$ cat src/rtl/issue_ctrl.sv
// rtl/issue_ctrl.sv - dual-issue controller with long-latency scoreboard and serialising FSM
module issue_ctrl (
  input  logic        clk,
  input  logic        rstn,
  input  logic        flush,
  input  logic        slot0_valid,
  input  logic        slot1_valid,
  input  logic [1:0]  cls0,
  input  logic [1:0]  cls1,
  input  logic [4:0]  rd0,
  input  logic [4:0]  rj0,
  input  logic [4:0]  rk0,
  input  logic [4:0]  rd1,
  input  logic [4:0]  rj1,
  input  logic [4:0]  rk1,
  input  logic        pipe0_ready,
  input  logic        pipe1_ready,
  input  logic        wb_valid,
  input  logic [4:0]  wb_rd,
  input  logic        priv_done,
  output logic [1:0]  read_en,
  output logic        issue0,
  output logic        issue1,
  output logic        sb_busy,
  output logic [31:0] stall_cnt,
  output logic [31:0] dual_cnt
);

  typedef enum logic [1:0] {RUN, DRAIN, WAIT_PRIV} state_t;

  state_t      state;
  logic [31:0] sb;
  logic [31:0] sb_next;
  logic [31:0] set_mask;
  logic [31:0] clr_mask;
  logic        ser0;
  logic        hazard0;
  logic        hazard1;
  logic        pair_dep;
  logic        go_drain;
  logic        go_wait;

  // sb[0] is always 0, so register index 0 never contributes a hazard
  assign sb_busy = |sb;
  assign read_en = {issue1, issue0};

  // Issue decision: combinational from current slots plus registered state/scoreboard
  always_comb begin
    ser0     = cls0[1];
    hazard0  = sb[rj0] | sb[rk0] | sb[rd0];
    hazard1  = sb[rj1] | sb[rk1] | sb[rd1];
    pair_dep = (rd0 != 5'd0) && ((rd0 == rj1) || (rd0 == rk1) || (rd0 == rd1));
    issue0   = 1'b0;
    go_drain = 1'b0;
    go_wait  = 1'b0;
    case (state)
      RUN: begin
        if (slot0_valid) begin
          if (ser0) begin
            if (sb_busy) begin
              go_drain = 1'b1;
            end else if (pipe0_ready) begin
              issue0  = 1'b1;
              go_wait = 1'b1;
            end
          end else begin
            issue0 = pipe0_ready & ~hazard0;
          end
        end
      end
      DRAIN: begin
        if (!sb_busy && pipe0_ready && slot0_valid) begin
          issue0  = 1'b1;
          go_wait = 1'b1;
        end
      end
      default: ;
    endcase
    // Flush and reset suppress every pop in the same cycle
    if (!rstn || flush) begin
      issue0   = 1'b0;
      go_drain = 1'b0;
      go_wait  = 1'b0;
    end
    issue1 = issue0 & slot1_valid & pipe1_ready & (cls1 == 2'b00) & ~ser0 & ~hazard1 & ~pair_dep;
  end

  // Next scoreboard: writeback clears, issued long-latency slot0 sets; set wins on collision
  always_comb begin
    set_mask = (issue0 && cls0 == 2'b01 && rd0 != 5'd0) ? (32'd1 << rd0) : 32'd0;
    clr_mask = wb_valid ? (32'd1 << wb_rd) : 32'd0;
    sb_next  = ((sb & ~clr_mask) | set_mask) & ~32'd1;
  end

  // Scoreboard register; flush kills in-flight ops and ignores the same-cycle writeback
  always_ff @(posedge clk) begin
    if (!rstn || flush) begin
      sb <= 32'd0;
    end else begin
      sb <= sb_next;
    end
  end

  // Serialisation FSM: RUN -> DRAIN until scoreboard empties -> WAIT_PRIV until priv_done
  always_ff @(posedge clk) begin
    if (!rstn || flush) begin
      state <= RUN;
    end else begin
      case (state)
        RUN: begin
          if (go_drain) state <= DRAIN;
          else if (go_wait) state <= WAIT_PRIV;
        end
        DRAIN: begin
          if (go_wait) state <= WAIT_PRIV;
        end
        WAIT_PRIV: begin
          if (priv_done) state <= RUN;
        end
        default: state <= RUN;
      endcase
    end
  end

  // Saturating performance counters, cleared only by reset; flush cycles are not stalls
  always_ff @(posedge clk) begin
    if (!rstn) begin
      stall_cnt <= 32'd0;
      dual_cnt  <= 32'd0;
    end else begin
      if (slot0_valid && !issue0 && !flush && stall_cnt != 32'hFFFF_FFFF)
        stall_cnt <= stall_cnt + 32'd1;
      if (issue1 && dual_cnt != 32'hFFFF_FFFF)
        dual_cnt <= dual_cnt + 32'd1;
    end
  end

endmodule
$ cat config.mk
export PLATFORM = sky130hd
export DESIGN_NAME = issue_ctrl
export DESIGN_NICKNAME = d
export VERILOG_FILES = /design/src/rtl/issue_ctrl.sv
export SDC_FILE = /design/constraint.sdc
export NUM_CORES = 1
export LEC_CHECK = 0
export CAP_MARGIN = 40
export CORE_MARGIN = 10
export CORE_UTILIZATION = 55
export DETAILED_ROUTE_END_ITERATION = 10
export PLACE_DENSITY = 0.82
export SLEW_MARGIN = 20
export SYNTH_ARGS = -nofsm -noshare
export SYNTH_HDL_FRONTEND = slang
export SYNTH_SLANG_ARGS = --single-unit
$ cat constraint.sdc
create_clock -name clk -period 6.9 [get_ports clk]
set_clock_uncertainty 0.2 [all_clocks]
set_input_delay 1.725 -clock clk [delete_from_list [all_inputs] [get_ports clk]]
set_output_delay 1.725 -clock clk [all_outputs]
set_load 0.005 [all_outputs]
==> metrics.csv, run 1 <==
metric,value,unit
Synth cell types,62,
VDD IR-drop max,0.161,mV
"Seq/Total Area, Yosys",27.9,%
initial core utilization,55.7,%
pre-CTS setup slack,77.6,ps
largest family of logic cells by synthesized area,simple AND/OR/NAND/NOR gates,
"Net Count, Synth",854,
core box area,0.0125,mm^2
RSZ-0062 raised after global routing,no,
"Setup Fix Bufs, Post-CTS",0,
fin worst setup slack,124,ps
DRT iter0 DRCs,872,
mux cell area share after synthesis,18.4,%
DIE AREA,0.0176,mm^2
cell row count,41,
Simple-Gate Fraction of Synth Area,29.3,%
Layout area overhead,23.1,%
CTS root buffer,clkbuf_16,
Fill cells,1062,
vias per cell,6.92,
Global Route Usage Sum,24.9,%
Antenna diodes,0,
Routed Antenna Nets,0,
CTS tree,built,
Worst Tran Pin Value,834,ps
initial antenna violation count,0,
final setup fails,0,
period utilisation layout,98.2,%
DRC,0,
I/O Pins,117,
share of flip-flops with an asynchronous set or reset,0,%
Avg Synthesized Cell Area,8.67,um^2
Post-Synthesis Cells,804,
post-synthesis adder-cell area fraction,0.359,%
"Slew Viols, Final",0,
Die Y,133,um
Critical Path End Type,output port,
Peak Freq,148,MHz
max cap viols,0,
"commonest non-fill, non-tap cell in the layout",clkdlybuf4s50_1,
WS Path Type,in -> out,
min Tclk post-route,6780,ps
largest net degree at the start of global routing,57,
most frequent cells in the layout,"clkdlybuf4s50_1 (115), dfxtp_1 (97), a21oi_1 (64)",
die width,133,um
CTS H-Tree Depth,3,
share of layout cells above drive strength 1,11.0,%
vias in the first global route,6931,
Leakage,2.72,nW
Vias,7399,
Critical Path Source Type,input port,
Synth Warn #,0,
total CTS buffers,9,
drt wl/cell,21.6,um
min-delay worst type,reg -> reg,
clk buf depth,2,
flop and latch count out of synthesis,97,
Slew Limit Headroom,44.2,%
Post-synth top flop,dfxtp_1,
power density cells,138,mW/mm^2
total gr overflow,0,
Post-synth EDFFs,0,
worst path required time,4970,ps
Final Hold Vio Count,0,
worst skew pair latency,360,ps
Netlist Area Pre-Place,0.00697,mm^2
tightest hold margin,291,ps
post-route setup TNS,0,ps
status,"complete, no violations",
First-pass DRT Iterations,5,
first-pass GRT wire length,36700,um
Port Buffers,116,
Worst EP arrival,4850,ps
Post-Route WL,23100,um
DP HPWL,16600,um
XOR/XNOR Fraction of Synth Area,2.01,%
Clock Sinks,97,
area fraction in compound gates after synthesis,17.1,%
CP Max Fanout,2,
GPL Wtd Cong,0.993,
CTS clock-pin slew for the worst setup and hold paths,70,ps
fin nets,943,
## area by class of cell
| class | count | area, um^2 | area share [%] |
|---|---|---|---|
| clock inverter | 5 | 41.3 | 0.481 |
| timing repair buffer | 144 | 1420 | 16.6 |
| sequential | 97 | 1940 | 22.6 |
| clock buffer | 10 | 229 | 2.67 |
| multi-input combinational | 627 | 4680 | 54.5 |
| tap | 172 | 215 | 2.51 |
| inverter | 14 | 52.6 | 0.612 |
## cells by family (layout without fill, tap and decap cells)
| kind of cell | count (synthesis) | after routing |
|---|---|---|
| XOR/XNOR | 16 | 16 |
| flip-flops | 97 | 97 |
| multiplexers | 75 | 75 |
| buffers and inverters | 80 | 173 |
| adder cells (fa/ha/maj) | 2 | 2 |
| AO/OA/AOI/OAI | 186 | 186 |
| AND/OR/NAND/NOR | 348 | 348 |
## per-stage QoR
step | instances | total power (W) | area (um^2) | utilization (%)
final | 1069 | 0.00119 | 8580 | 68.6
after global routing | 1069 | 0.00123 | 8580 | 68.6
after CTS | 1068 | 0.00119 | 8560 | 68.4
after detailed placement | 1053 | 0.000719 | 8290 | 66.2
after global placement | 1052 | 0.000716 | 8280 | 66.2
after floorplan | 804 | 0.000658 | 6970 | -
## state kept, by name, summed over array words and instances (netlist names)
register	count
dual_cnt	32
sb	31
stall_cnt	32
state	2
## power breakdown
part	total [W]	switching (W)	internal (W)	leakage, nW
combinational	0.000149	0.0000826	0.0000665	1.81
sequential	0.000561	0.00000123	0.000560	0.781
clock	0.000478	0.000233	0.000245	0.125
## final timing paths
check	startpoint	to	slack, ps	cells past startpoint
worst max-delay path	rd1[2]	read_en[1]	120	8
worst min register to register	stall_cnt[17]$_SDFFE_PN0P_	stall_cnt[17]$_SDFFE_PN0P_	290	2
worst min-delay path	stall_cnt[17]$_SDFFE_PN0P_	stall_cnt[17]$_SDFFE_PN0P_	290	2
worst max register to register	sb[20]$_SDFF_PP0_	dual_cnt[12]$_SDFFE_PN0P_	3390	8
## metal layers
layer,GRT usage [%],routed length [um]
met5,0,0
met4,8.44,524
met3,6.13,2480
met2,39.4,10700
met1,32.4,9340
## worst max-delay path, cell delays in order
cell and delay (ps):
clkdlybuf4s50_1 510, mux2_2 340, a2111oi_0 470, nor3_1 100, a221o_1 330, or4_1 590, nor2_1 240, clkdlybuf4s50_1 560
## cells in the mapped netlist (all sizes together), types with 7 or more instances
library cell / count / area, um^2
nand3b: 7 / 52.6
nor2: 30 / 113
xor2: 11 / 96.3
o21ai: 36 / 180
or4: 43 / 323
a21oi: 64 / 320
mux2i: 30 / 300
nor3: 13 / 65.1
nand4b: 12 / 105
nand2b: 31 / 194
nor4: 16 / 100
and4b: 7 / 70.1
dfxtp: 97 / 1940
o211ai: 16 / 120
clkbuf: 43 / 163
nor2b: 8 / 50.1
nand3: 40 / 200
o31ai: 36 / 280
inv: 14 / 52.6
and3: 13 / 81.3
nand4: 40 / 250
nand2: 61 / 229
buf: 23 / 135
mux4: 42 / 946
## what timing repair did
action | CTS | global route
resized for setup | 0 | 2
hold endpoints to repair | 0 | 0
hold buffers | 0 | 0
setup endpoints to repair | 0 | 2
Note: power is estimated with default switching activity, not from simulation.
==> run 2, diff against run 1 <==
--- a/config.mk
+++ b/config.mk
@@ -9,7 +9,9 @@
 export CORE_MARGIN = 10
 export CORE_UTILIZATION = 55
 export DETAILED_ROUTE_END_ITERATION = 10
+export MAX_ROUTING_LAYER = met4
 export PLACE_DENSITY = 0.82
+export SKIP_LAST_GASP = 1
 export SLEW_MARGIN = 20
 export SYNTH_ARGS = -nofsm -noshare
 export SYNTH_HDL_FRONTEND = slang
==> metrics.csv, run 2 (synthesis gave the netlist of run 1 again) <==
metric,value,unit,change
status,"complete, no violations",,
Finished Cell Area,0.00858,mm^2,about the same
total CTS buffers,9,,unchanged
Layout area overhead,23.0,%,about the same
min Tclk post-route,6730,ps,-46.6 ps
post-cts resize count,0,,unchanged
Worst EP arrival,4800,ps,-50 ps
period utilisation layout,97.5,%,-0.68 points
placed cell areas,0.00828,mm^2,-0.15%
CP max stage cell,or4_1,,
max cap viols,0,,unchanged
placed cell count,1053,,unchanged
worst skew pair latency,360,ps,about the same
final std cells w/o fill,1068,,-0.094%
post-route setup TNS,0,ps,unchanged
total gr overflow,0,,unchanged
final setup fails,0,,unchanged
I/O Pins,117,,unchanged
CTS Hold Bufs,0,,unchanged
Die Y,133,um,unchanged
DP HPWL,16400,um,-1.4%
Critical Path Max Stage Delay,590,ps,about the same
DRC,0,,unchanged
CTS H-Tree Depth,3,,unchanged
DRT iter0 DRCs,908,,+4.1%
Worst Tran Pin Value,846,ps,+11.2 ps
WS Path Type,in -> out,,
Routed Antenna Nets,0,,unchanged
die width,133,um,unchanged
drt wl/cell,21.5,um,-0.12%
Tot Pwr,0.00123,W,+3.5%
RSZ-0062 raised after global routing,no,,
Post-Route WL,23000,um,-0.22%
Most Frequent Cell on Critical Path,clkdlybuf4s50_1,,
GPL Wtd Cong,1.00,,+1.0%
core box area,0.0125,mm^2,unchanged
Final Hold Vio Count,0,,unchanged
largest net degree at the start of global routing,57,,unchanged
power density cells,143,mW/mm^2,+3.6%
min-delay worst type,reg -> reg,,
share of layout cells above drive strength 1,11.0,%,+0.012 points
most frequent cells in the layout,"clkdlybuf4s50_1 (116), dfxtp_1 (97), a21oi_1 (64)",,
"Slew Viols, Final",0,,unchanged
Vias,7442,,+0.58%
R2R Setup Slk,3380,ps,about the same
Port Buffers,116,,unchanged
vias per cell,6.97,,+0.68%
Critical Path End Type,output port,,
Antenna diodes,0,,unchanged
fin nets,942,,-0.11%
Slew Limit Headroom,43.5,%,-0.75 points
DIE AREA,0.0176,mm^2,unchanged
Critical Path Source Type,input port,,
CTS clock-pin slew for the worst setup and hold paths,70,ps,about the same
largest registers,"dual_cnt x32, stall_cnt x32, sb x31",,
VDD IR-drop max,0.100,mV,-38%
first-pass GRT wire length,36600,um,-0.22%
worst path required time,4970,ps,about the same
Peak Freq,149,MHz,+0.69%
clk buf depth,2,,unchanged
cell row count,41,,unchanged
Leakage,2.72,nW,about the same
crit-path cells,clkdlybuf4s50_1 > buf_12 > mux4_2 > nand3b_1 > o21ai_0 > a221o_1 > or4_1 > nor2_1 > clkdlybuf4s50_1,,
vias in the first global route,6903,,-0.40%
Clock Sinks,97,,unchanged
First-pass DRT Iterations,6,,+1
CTS tree,built,,
CP Max Fanout,10,,+8
Final Core Density,68.5,%,about the same
Global Route Usage Sum,25.6,%,+0.71 points
CTS root buffer,clkbuf_16,,
"Setup Fix Bufs, Post-CTS",0,,unchanged
initial core utilization,55.7,%,unchanged
"commonest non-fill, non-tap cell in the layout",clkdlybuf4s50_1,,
initial antenna violation count,0,,unchanged
[run 2: cell types whose count changed in the layout (fill, tap and decap cells not counted), sizes merged]
cell	before	now
dlymetal6s2s	1	0
inv	15	17
buf	28	27
bufinv	0	1
clkdlybuf4s50	115	116
clkinv	2	1
clkinvlp	2	0
[run 2: final timing paths]
| kind | startpoint | endpoint | depth (start not counted) |
|---|---|---|---|
| min reg2reg | stall_cnt[29]$_SDFFE_PN0P_ | stall_cnt[29]$_SDFFE_PN0P_ | 2 |
| min | stall_cnt[29]$_SDFFE_PN0P_ | stall_cnt[29]$_SDFFE_PN0P_ | 2 |
| max reg2reg | sb[20]$_SDFF_PP0_ | dual_cnt[2]$_SDFFE_PN0P_ | 8 |
| max | rd1[0] | issue1 | 9 |
[run 2: final cells by class]
cell class / count / area (um^2)
Multi-Input combinational cell: 627 / 4680
Fill cell: 1033 / 3940
Sequential cell: 97 / 1940
Timing Repair Buffer: 143 / 1390
Clock buffer: 10 / 239
Tap cell: 172 / 215
Clock inverter: 5 / 61.3
Inverter: 14 / 52.6
[run 2: per-stage QoR]
stage	setup slack [ps]	hold slack [ps]
floorplan	745	239
global placement	203	255
detailed placement	167	282
finish	170	293
global route	47.2	314
CTS	167	292
[run 2: critical path: cells and delay by family]
family / cells / cell delay (ps)
compound gates: 2 / 440
mux: 1 / 490
buf+inv: 3 / 1220
simple gates: 3 / 910
[run 2: power breakdown]
part | internal, W | switching [W] | total [W]
Clock | 0.000292 | 0.000229 | 0.000522
Sequential | 0.000560 | 0.00000124 | 0.000561
Combinational | 0.0000646 | 0.0000832 | 0.000148
Total | 0.000917 | 0.000314 | 0.00123
[run 2: metal layers]
metal / track usage (%) / wire length, um / vias up
li1: - / - / 3351
met2: 39.2 / 10600 / 477
met5: - / 0 / -
met3: 6.09 / 2370 / 75
met1: 32.8 / 9440 / 3539
met4: 8.19 / 559 / 0
==> run 3, diff against run 2 <==
--- a/config.mk
+++ b/config.mk
@@ -12,7 +12,7 @@
 export MAX_ROUTING_LAYER = met4
 export PLACE_DENSITY = 0.82
 export SKIP_LAST_GASP = 1
-export SLEW_MARGIN = 20
+export SLEW_MARGIN = 30
 export SYNTH_ARGS = -nofsm -noshare
 export SYNTH_HDL_FRONTEND = slang
 export SYNTH_SLANG_ARGS = --single-unit
==> metrics.csv, run 3 (synthesis gave the netlist of run 1 again) <==
metric,value,unit,change
period utilisation layout,97.4,%,-0.13 points
die width,133,um,unchanged
total CTS buffers,9,,unchanged
largest registers,"dual_cnt x32, stall_cnt x32, sb x31",,
GPL Wtd Cong,1.00,,unchanged
WHS Path Cells,2,,unchanged
Worst Tran Pin Value,809,ps,-36.9 ps
clk buf depth,2,,unchanged
Routed Antenna Nets,0,,unchanged
Die Y,133,um,unchanged
Register Area,0.00194,mm^2,unchanged
CTS tree,built,,
final setup fails,0,,unchanged
"Slew Viols, Final",0,,unchanged
final std cells w/o fill,1069,,+0.094%
post-route setup TNS,0,ps,unchanged
DIE AREA,0.0176,mm^2,unchanged
vias per cell,6.96,,about the same
I/O Pins,117,,unchanged
most frequent cells in the layout,"clkdlybuf4s50_1 (116), dfxtp_1 (97), a21oi_1 (64)",,
DRC,0,,unchanged
drt wl/cell,21.5,um,-0.27%
Critical Path End Type,output port,,
max cap viols,0,,unchanged
number of cell instances on the worst register-to-register path,8,,unchanged
R2R Setup Slk,3370,ps,about the same
worst skew pair latency,350,ps,about the same
Final Core Density,68.6,%,+0.090 points
largest net degree at the start of global routing,57,,unchanged
vias in the first global route,6903,,unchanged
fin nets,943,,+0.11%
WS Path Type,in -> out,,
min-delay worst type,reg -> reg,,
Clock Sinks,97,,unchanged
core box area,0.0125,mm^2,unchanged
CP Max Fanout,10,,unchanged
Layout area overhead,23.2,%,
Slew Limit Headroom,46.0,%,+2.5 points
Worst EP arrival,4800,ps,about the same
placed cell count,1053,,unchanged
worst reg2reg startpoint,sb[20]$_SDFF_PP0_,,
min Tclk post-route,6720,ps,-9.02 ps
hold_sp,stall_cnt[29]$_SDFFE_PN0P_,,
status,"complete, no violations",,
cell row count,41,,unchanged
initial core utilization,55.7,%,unchanged
CTS clock-pin slew for the worst setup and hold paths,70,ps,about the same
r2r endpoint,dual_cnt[2]$_SDFFE_PN0P_,,
worst path required time,4970,ps,about the same
initial antenna violation count,0,,unchanged
Leakage,2.73,nW,+0.22%
CTS H-Tree Depth,3,,unchanged
Worst Hold End,stall_cnt[29]$_SDFFE_PN0P_,,
post-cts resize count,0,,unchanged
total gr overflow,0,,unchanged
Global Route Usage Sum,25.6,%,unchanged
DRT iter0 DRCs,915,,+0.77%
VDD IR-drop max,0.0995,mV,-0.57%
First-pass DRT Iterations,5,,-1
CTS root buffer,clkbuf_16,,
Peak Freq,149,MHz,+0.13%
Antenna diodes,0,,unchanged
DP HPWL,16400,um,unchanged
"Setup Fix Bufs, Post-CTS",0,,unchanged
Post-Route WL,23000,um,-0.18%
RSZ-0062 raised after global routing,no,,
Critical Path Source Type,input port,,
Tot Pwr,0.00123,W,+0.12%
power density cells,143,mW/mm^2,about the same
Port Buffers,116,,unchanged
footprint of the multi-input gates,0.00468,mm^2,unchanged
CTS Hold Bufs,0,,unchanged
Fill cells,1033,,unchanged
Final Hold Vio Count,0,,unchanged
Vias,7443,,+0.013%
first-pass GRT wire length,36600,um,unchanged
"commonest non-fill, non-tap cell in the layout",clkdlybuf4s50_1,,
share of layout cells above drive strength 1,11.1,%,+0.099 points
[run 3: area by class of cell]
type	count	area share, %
Clock inverter	5	0.714
Sequential cell	97	22.6
Timing Repair Buffer	144	16.3
Clock buffer	10	2.78
Inverter	14	0.612
Tap cell	172	2.51
Multi-Input combinational cell	627	54.5
[run 3: power by group]
group	switching [W]	total [W]	leakage, nW	internal [W]
Combinational	0.0000833	0.000148	1.80	0.0000646
Clock	0.000230	0.000523	0.150	0.000293
Sequential	0.00000123	0.000561	0.781	0.000560
Total	0.000315	0.00123	2.73	0.000917
[run 3: worst max-delay path by stage]
stage                      start          to  slack, ps  cells past startpoint
final                     rd1[0]      issue1        180                      9
after detailed placement  rj1[0]      issue1        170                      8
after global routing      rj1[0]      issue1         50                      8
after CTS                 rj1[0]      issue1        170                      8
after global placement    rj1[0]  read_en[1]        200                      7
after floorplan           rj1[1]  read_en[1]        740                     10
[run 3: metal layers]
metal | wire (um) | track usage (%) | vias to the layer above
met5 | 0 | - | -
met4 | 620 | 8.19 | 0
met3 | 2340 | 6.09 | 78
met2 | 10700 | 39.2 | 473
met1 | 9350 | 32.8 | 3546
li1 | - | - | 3346
[run 3: critical path, cell delays in order]
cell             delay [ps]
clkdlybuf4s50_1         510
buf_12                  150
mux4_2                  490
nand3b_1                 90
o21ai_0                  90
a221o_1                 360
or4_1                   590
nor2_1                  230
clkdlybuf4s50_1         560
[run 3: through the flow]
stage / setup slack (ps) / area [um^2] / hold slack [ps]
floorplan: 745 / 6970 / 239
global placement: 203 / 8270 / 255
detailed placement: 167 / 8280 / 282
CTS: 167 / 8580 / 292
global route: 47.2 / 8590 / 314
finish: 179 / 8590 / 294
